## config.mk

```make
export PLATFORM = sky130hd
export DESIGN_NAME = pwm_fade_ctrl
export DESIGN_NICKNAME = d
export VERILOG_FILES = /design/src/rtl/pwm_ctrl_pkg.sv /design/src/rtl/pwm_core.sv /design/src/rtl/pwm_fade_ctrl.sv
export SDC_FILE = /design/constraint.sdc
export NUM_CORES = 1
export LEC_CHECK = 0
export CELL_PAD_IN_SITES_DETAIL_PLACEMENT = 0
export CELL_PAD_IN_SITES_GLOBAL_PLACEMENT = 2
export CORE_AREA = 2 2 81 83
export CTS_BUF_LIST = sky130_fd_sc_hd__clkbuf_2 sky130_fd_sc_hd__clkbuf_4 sky130_fd_sc_hd__clkbuf_8
export DETAILED_ROUTE_END_ITERATION = 7
export DIE_AREA = 0 0 83 85
export MAX_ROUTING_LAYER = met4
export PLACE_DENSITY = 0.86
export SLEW_MARGIN = 20
export SYNTH_ARGS = -nofsm -noshare
export SYNTH_HDL_FRONTEND = slang
export SYNTH_SLANG_ARGS = --single-unit
```

## constraint.sdc

```tcl
create_clock -name clk -period 2.1 [get_ports clk]
set_clock_uncertainty 0.1 [all_clocks]
set_input_delay 0.42 -clock clk [delete_from_list [all_inputs] [get_ports clk]]
set_output_delay 0.42 -clock clk [all_outputs]
set_load 0.05 [all_outputs]
```

## src/rtl/pwm_ctrl_pkg.sv

```systemverilog
`default_nettype none
// ============================================================================
// Module   : pwm_ctrl_pkg
// Purpose  : Command mode encodings and sequencer state type for pwm_fade_ctrl.
// Revision : 1.0
// ============================================================================
package pwm_ctrl_pkg;

   localparam logic [1:0] MODE_SET     = 2'b00;
   localparam logic [1:0] MODE_RAMP    = 2'b01;
   localparam logic [1:0] MODE_BREATHE = 2'b10;
   localparam logic [1:0] MODE_OFF     = 2'b11;

   typedef enum logic [2:0] {
      IDLE     = 3'd0,
      WAIT_BND = 3'd1,
      RAMP     = 3'd2,
      BR_UP    = 3'd3,
      BR_DN    = 3'd4
   } state_t;

endpackage
`default_nettype wire

```

## src/rtl/pwm_core.sv

```systemverilog
`default_nettype none
// ============================================================================
// Module   : pwm_core
// Purpose  : Free-running R-bit PWM counter, period boundary tick and registered
//            compare output. PWM_INVERT_EN inverts the output after the register.
// Revision : 1.0
// ============================================================================
module pwm_core #(
   parameter int R = 6
) (
   input  logic         clk,
   input  logic         reset,
   input  logic [R-1:0] duty,
   output logic         bnd,
   output logic         pwm_out
);

   logic [R-1:0] r_cnt;
   logic         r_pwm;

   always_ff @(posedge clk or negedge reset) begin
      if (!reset) begin
         r_cnt <= '0;
         r_pwm <= 1'b0;
      end else begin
         r_cnt <= r_cnt + R'(1);
         r_pwm <= (r_cnt < duty);
      end
   end

   assign bnd = (r_cnt == {R{1'b1}});

`ifdef PWM_INVERT_EN
   assign pwm_out = ~r_pwm;
`else
   assign pwm_out = r_pwm;
`endif

endmodule
`default_nettype wire

```

## src/rtl/pwm_fade_ctrl.sv

```systemverilog
`default_nettype none
// ============================================================================
// Module   : pwm_fade_ctrl
// Purpose  : Duty sequencer (set / ramp / breathe / off) driving pwm_core;
//            duty only changes on PWM period boundaries. Honors PWM_INVERT_EN.
// Revision : 1.0
// ============================================================================
module pwm_fade_ctrl
   import pwm_ctrl_pkg::*;
#(
   parameter int R = 6,
   parameter int N = 3
) (
   input  logic         clk,
   input  logic         reset,
   input  logic         cmd_valid,
   output logic         cmd_ready,
   input  logic [1:0]   cmd_mode,
   input  logic [R-1:0] cmd_target,
   output logic         busy,
   output logic         done,
   output logic [R-1:0] duty,
   output logic         pwm_out
);

   state_t       r_state;
   state_t       w_state_nxt;
   logic [1:0]   r_mode;
   logic [R-1:0] r_target;
   logic [R-1:0] r_duty;
   logic [R-1:0] w_duty_nxt;
   logic         r_done;
   logic         w_done_nxt;
   logic [N-1:0] r_step;
   logic         w_bnd;
   logic         w_stp;
   logic         w_accept;

   pwm_core #(.R(R)) u_core (
      .clk     (clk),
      .reset   (reset),
      .duty    (r_duty),
      .bnd     (w_bnd),
      .pwm_out (pwm_out)
   );

   assign cmd_ready = (r_state == IDLE) || (r_state == BR_UP) || (r_state == BR_DN);
   assign w_accept  = cmd_valid && cmd_ready;
   assign w_stp     = w_bnd && (r_step == {N{1'b1}});
   assign busy      = (r_state != IDLE);
   assign done      = r_done;
   assign duty      = r_duty;

   always_ff @(posedge clk or negedge reset) begin
      if (!reset) begin
         r_state <= IDLE;
      end else begin
         r_state <= w_state_nxt;
      end
   end

   // An accepted command takes priority over any boundary/step in the same clock.
   always_comb begin
      w_state_nxt = r_state;
      w_duty_nxt  = r_duty;
      w_done_nxt  = 1'b0;
      if (w_accept) begin
         case (cmd_mode)
            MODE_SET, MODE_OFF: w_state_nxt = WAIT_BND;
            MODE_RAMP:          w_state_nxt = RAMP;
            MODE_BREATHE:       w_state_nxt = BR_UP;
            default:            w_state_nxt = WAIT_BND;
         endcase
      end else begin
         case (r_state)
            WAIT_BND: begin
               if (w_bnd) begin
                  w_duty_nxt  = (r_mode == MODE_OFF) ? '0 : r_target;
                  w_done_nxt  = 1'b1;
                  w_state_nxt = IDLE;
               end
            end
            RAMP: begin
               if (r_duty == r_target) begin
                  if (w_bnd) begin
                     w_done_nxt  = 1'b1;
                     w_state_nxt = IDLE;
                  end
               end else if (w_stp) begin
                  w_duty_nxt = (r_duty < r_target) ? r_duty + R'(1) : r_duty - R'(1);
               end
            end
            BR_UP: begin
               if (r_duty > r_target) begin
                  if (w_bnd) w_duty_nxt = r_target;
               end else if (r_duty == r_target) begin
                  if (r_target != '0) w_state_nxt = BR_DN;
               end else if (w_stp) begin
                  w_duty_nxt = r_duty + R'(1);
               end
            end
            BR_DN: begin
               if (r_duty == '0) begin
                  w_state_nxt = BR_UP;
               end else if (w_stp) begin
                  w_duty_nxt = r_duty - R'(1);
               end
            end
            default: ;
         endcase
      end
   end

   always_ff @(posedge clk or negedge reset) begin
      if (!reset) begin
         r_duty   <= '0;
         r_done   <= 1'b0;
         r_mode   <= MODE_SET;
         r_target <= '0;
         r_step   <= '0;
      end else begin
         r_duty <= w_duty_nxt;
         r_done <= w_done_nxt;
         if (w_accept) begin
            r_mode   <= cmd_mode;
            r_target <= cmd_target;
            r_step   <= '0;
         end else if (w_bnd) begin
            r_step <= r_step + N'(1);
         end
      end
   end

endmodule
`default_nettype wire

```

Yosys cells after proc, flatten, opt, wreduce, memory -nomap -nowiden

Cells that the tools add are included.

Flip-flop bits (word level): 28
Word-level logic and storage cells: 82

Add/subtract/negate cells: 4
$lt $le $gt $ge: 3
Equality and inequality tests: 24
Multiplexer cells: 27
Bitwise operators: 1
Reduce and logical (&&, ||, !) cells: 15

Operators with widths:

| operator                                              | number |
|---|---|
| 2-to-1 mux 6 bit                                      | 11 |
| 2-to-1 mux 3 bit                                      | 9 |
| case mux 6 bit (4 select lines)                       | 1 |
| inequality test 3 x 2 -> 1 bit, second input constant | 5 |
| adder 6 x 1 -> 6 bit, second input constant           | 2 |
| < comparator 6 bit                                    | 2 |
| case mux 3 bit (4 select lines)                       | 1 |
| inequality test 2 bit, second input constant          | 5 |
| AND reduction 10 bit                                  | 1 |
| inequality test 3 bit, second input constant          | 3 |
| case mux 3 bit (3 select lines)                       | 1 |
| equality test 2 bit, second input constant            | 3 |
| equality test 3 x 2 -> 1 bit, second input constant   | 2 |
| equality test 3 bit, second input constant            | 2 |
| equality test 6 bit                                   | 1 |
| equality test 6 bit, second input constant            | 1 |
| greater-than comparator 6 bit                         | 1 |
| zero test 6 bit                                       | 1 |
| AND reduction 6 bit                                   | 1 |
| nonzero test 6 bit                                    | 1 |
| subtractor 6 x 1 -> 6 bit, second input constant      | 1 |
| nonzero test 5 bit                                    | 1 |
| nonzero test 4 bit                                    | 1 |
| adder 3 x 1 -> 3 bit, second input constant           | 1 |
| 12 further kinds                                      | 16 |

Logic depth before layout (Yosys ltp)

Depth in word-level cells: 6
Mapped depth: 8
Depth with buffers taken out: 8

By module

A second synthesis with hierarchy kept.

Cells, all modules: 229
Area total of the unflattened synthesis: 2057.0 um^2

By module, submodules not included:

| module        | times used | cells an instance | area an instance (um^2) | sequential area each (um^2) |
|---|---|---|---|---|
| pwm_fade_ctrl | 1          | 193               | 1672.9                  | 525.5 |
| pwm_core      | 1          | 36                | 384.1                   | 175.2 |

Least setup slack after synthesis

No wires, ideal clock.

Kind: register -> register
From: register r_duty[0], in the netlist duty[0]
To: register r_duty[2], in the netlist duty[2]
Library setup time: 0.144 ns
Arrival time: 2.322 ns
Path slack: -0.465 ns
Cell stages (with the launch flop): 9
Path through: dfrtp_1 inv_1 ha_1 nand2_1 nor2_1 a31oi_1 mux2_2 nor4_1 o22ai_1

Cells in the longest elaborated chain, start to end: 5

Ends and longest elaborated chain:

| item                                               | line                                     | text |
|---|---|---|
| start: declaration                                 | pwm_fade_ctrl.sv:30                      | `logic [R-1:0] r_duty;` |
| start signal: assignment                           | pwm_fade_ctrl.sv:122                     | `r_duty <= w_duty_nxt;` |
| adder 6 x 1 -> 6 bit, or another cell as far along | pwm_fade_ctrl.sv:90, pwm_fade_ctrl.sv:99 |  |
| 2-to-1 mux 6 bit, on equally long branches         | pwm_fade_ctrl.sv:98, pwm_fade_ctrl.sv:90 |  |
| 2-to-1 mux 6 bit, on equally long branches         | pwm_fade_ctrl.sv:96, pwm_fade_ctrl.sv:89 |  |
| 2-to-1 mux 6 bit, on equally long branches         | pwm_fade_ctrl.sv:94, pwm_fade_ctrl.sv:84 |  |
| case mux 6 bit (4 select lines)                    | pwm_fade_ctrl.sv:75                      | `case (r_state)` |

Several ways; a longest one is shown, not always the timed one. The select of a mux whose other input is x is not followed.
A chain may end at the register's enable or synchronous reset.

Final worst setup path

From: register r_target[5]
To: register r_duty[5], in the netlist duty[5]

Cells in the longest elaborated chain, start to end: 5

Ends and longest elaborated chain:

| item                            | line                 | text |
|---|---|---|
| start: declaration              | pwm_fade_ctrl.sv:29  | `logic [R-1:0] r_target;` |
| start signal: assignment        | pwm_fade_ctrl.sv:126 | `r_target <= cmd_target;` |
| < comparator 6 bit              | pwm_fade_ctrl.sv:90  | `w_duty_nxt = (r_duty < r_target) ? r_duty + R'(1) : r_duty - R'(1);` |
| 2-to-1 mux 6 bit                | pwm_fade_ctrl.sv:90  |  |
| 2-to-1 mux 6 bit                | pwm_fade_ctrl.sv:89  | `end else if (w_stp) begin` |
| 2-to-1 mux 6 bit                | pwm_fade_ctrl.sv:84  | `if (r_duty == r_target) begin` |
| case mux 6 bit (4 select lines) | pwm_fade_ctrl.sv:75  |  |

Several ways; a longest one is shown, not always the timed one. The select of a mux whose other input is x is not followed.

==> results.tsv <==
stage	metric	value	unit
outcome	run status	finished with violations	
outcome	failing checks	negative setup slack	
place	number of placed instances with taps included	356	
routing	Post-DRT Antenna Nets	0	
setup_path	arrival time worst endpoint	2.27	ns
routing	via-per-instance ratio	5.10	
routing	remaining design rule violation count	0	
logic_synthesis	post-synth net total	250	
logic_synthesis	top_reg_cell synth	dfrtp_1	
floorplan	number of top-level pins	21	
sta	setup slack after layout	-0.0999	ns
place	final RePlAce weighted congestion	0.835	
logic_synthesis	Yosys cell types	47	
sta	slew margin rel.	67.1	%
routing	Iter 0 DRT Violations	149	
logic_synthesis	post-synthesis register bit count	28	
place	Final HPWL DP	4390	um
cells_and_area	Layout Utilization	48.6	%
cells_and_area	Filler Cells Inserted	573	
global_route	vias in the first global route	2014	
clock_network	clock-pin slew reported for the worst setup and hold paths after clock tree synthesis	0.12	ns
global_route	first-pass GRT wire length	9970	um
global_route	grt ovf	0	
clock_network	Worst-Skew Late Latency	0.29	ns
logic_synthesis	proportion of register bits with asynchronous set or reset after synthesis	100	%
clock_network	clock tree root buffer cell	clkbuf_8	
cells_and_area	register cell area after layout	708	um^2
logic_synthesis	post-synthesis area per instance	9.00	um^2
global_route	number of antenna violations at the first check in global routing	0	
floorplan	die outline height	85	um
power_and_ir_drop	power per cell area	1020	nW/um^2
sta	share of the cycle needed by the critical path after routing	105	%
cells_and_area	non-filler instance count after layout	370	
logic_synthesis	Post-synth EDFFs	0	
place	Buffers on Ports	20	
logic_synthesis	most area-consuming cells after synthesis	dfrtp_1, ha_1, xnor2_1, a21oi_1, nand2_1	
cells_and_area	Area growth syn-to-layout	51.4	%
logic_synthesis	sequential element share of the synthesized area	35.2	%
floorplan	floorplan die area	7060	um^2
sta	maximum clock rate	455	MHz
logic_synthesis	cell area after technology mapping	1990	um^2
logic_synthesis	largest area contributor in the netlist	dfrtp_1	
routing	total vias in the final route	1888	
min_path	path category of the worst min-delay check	reg -> reg	
cells_and_area	nets	323	
clock_network	Clock Sinks	28	
setup_path	required time at the endpoint of the critical path	2.17	ns
sta	count of final setup violators	7	
clock_network	TritonCTS Buffers	3	
place	area post-placement	2710	um^2
power_and_ir_drop	worst ir drop on vdd	541	uV
clock_network	clock tree from TritonCTS	done	
sta	number of max-slew violations in the final report	0	
sta	Tightest Pin Transition	0.492	ns
clock_network	Max clock buf depth	2	
floorplan	starting utilization of the core area	32.1	%
logic_synthesis	Synth top area share	35.2	%
cells_and_area	area of the multi-input gates	1440	um^2
setup_path	critical path capture point type	flip-flop	
clock_network	depth of the CTS H-tree	1	
setup_path	Setup CP Type	reg -> reg	
routing	final wirelength	5890	um
routing	number of detailed-route iterations in the first pass	4	
sta	Total Neg Setup Slack	-0.353	ns
global_route	largest net degree at the start of global routing	29	
floorplan	standard cell core area	6200	um^2
logic_synthesis	total number of yosys warnings	0	
setup_path	critical-path maximum fanout	5	
sta	Period minus WS final	2.20	ns
setup_path	startpoint type of the worst setup path	flip-flop	
floorplan	Die X-Extent	83	um
floorplan	count of standard-cell rows	29	
logic_synthesis	gate count after technology mapping	221	
cells_and_area	post-route standard cell area excluding fillers	3010	um^2
routing	DR WL/cell	15.9	um
job	max-cap violations	0	
cells_and_area	share of cells above drive strength 1	40.3	%
sta	RSZ-0062 raised after global routing	true	
logic_synthesis	most frequent cell after synthesis	dfrtp_1	
global_route	aggregate global-route resource usage	17.8	%
cells_and_area	antenna cell count	0	
sta	count of final hold-check violations	0	
logic_synthesis	synth cell count leaders	dfrtp_1, ha_1, nand2_1	
power_and_ir_drop	LEAKAGE	1.33	nW
layer usage:
metal	track usage [%]	wire, um	vias to the layer above
met2	28.7	2820	34
met4	4.17	36	0
li1	-	-	939
met1	24.3	2870	913
met5	-	0	-
met3	1.85	153	2
registers in the layout, indices dropped and copies added (netlist names):
register,cells
done,1
duty,6
r_mode,2
r_state,3
r_step,3
r_target,6
u_core.pwm_out,1
u_core.r_cnt,6
metrics by stage:
step | hold WS [ns] | power [mW] | setup WS, ns
2_1_floorplan | 0.0244 | 1.62 | -0.147
6_report | 0.403 | 3.08 | -0.0999
4_1_cts | 0.414 | 2.98 | -0.0657
5_1_grt | 0.433 | 3.27 | -0.213
3_5_place_dp | 0.384 | 2.33 | -0.265
3_3_place_gp | 0.377 | 2.31 | -0.222
kinds of logic (layout without fill, tap and decap cells):
family	Yosys count	after routing	synth area share (%)
and+or+nand+nor	73	73	18.9
xor gates and xnor gates	11	11	4.84
AOI/OAI and AO/OA	60	60	21.6
buffers and inverters	25	97	4.78
muxes	6	6	3.33
DFF	28	28	35.2
adders and majority gates	18	18	11.3
layout by cell type (no fill, tap or decap), types with 3 or more instances in the layout:
master            n
and2_1            5
and3_1            4
inv_2             8
a21o_1            7
nand3_1           8
inv_1             8
a21oi_1           9
nor3_1            5
clkdlybuf4s50_1  12
nand2_1          16
ha_1             11
mux2_1            4
nor2_1           13
buf_4            59
dfrtp_2           6
clkbuf_8          3
o21ai_1           8
xnor2_1          10
ha_4              6
o21ai_0           3
a21oi_2           3
nor2b_1           4
dfrtp_1          22
nand2b_1          3
buf_6             5
final cells by class:
type                            instances  share of cell area (%)
Clock buffer                            3                    1.37
Sequential cell                        28                    23.5
Multi-Input combinational cell        168                    47.7
Tap cell                               77                    3.20
Timing Repair Buffer                   77                    21.2
Inverter                               16                    1.99
Clock inverter                          1                   0.997
critical path: stages (launching register included):
cell      delay, ns
dfrtp_1        0.40
inv_2          0.07
ha_4           0.30
nand4_1        0.14
nor2_2         0.23
a31oi_4        0.06
buf_6          0.15
a21o_1         0.21
a222oi_1       0.31
o22ai_1        0.12
where the power goes:
part           internal (mW)  total (mW)  leakage, nW  switching (mW)
sequential             0.635       0.700        0.334          0.0648
clock                  0.256       0.457       0.0357           0.201
combinational          0.949        1.93        0.962           0.977
repair_timing:
item / in CTS / in global routing
gates resized for setup: 24 / 10
setup buffers: 7 / 3
hold buffers: 0 / 0
setup endpoints to repair: 14 / 14
pin swaps: 17 / 10
worst paths after layout:
| kind | from | to | slack [ns] | depth (start not counted) |
|---|---|---|---|---|
| setup / recovery | r_target[5] | duty[5] | -0.1 | 9 |
| hold reg to reg | r_mode[0] | r_mode[0] | 0.40 | 1 |
| max in group asynchronous | reset | duty[2] | 1.19 | 2 |
| setup reg to reg | r_target[5] | duty[5] | -0.1 | 9 |
| hold / removal | r_mode[0] | r_mode[0] | 0.40 | 1 |
| min in group asynchronous | reset | duty[0] | 0.41 | 2 |
Power figures use the tool's default switching activity.
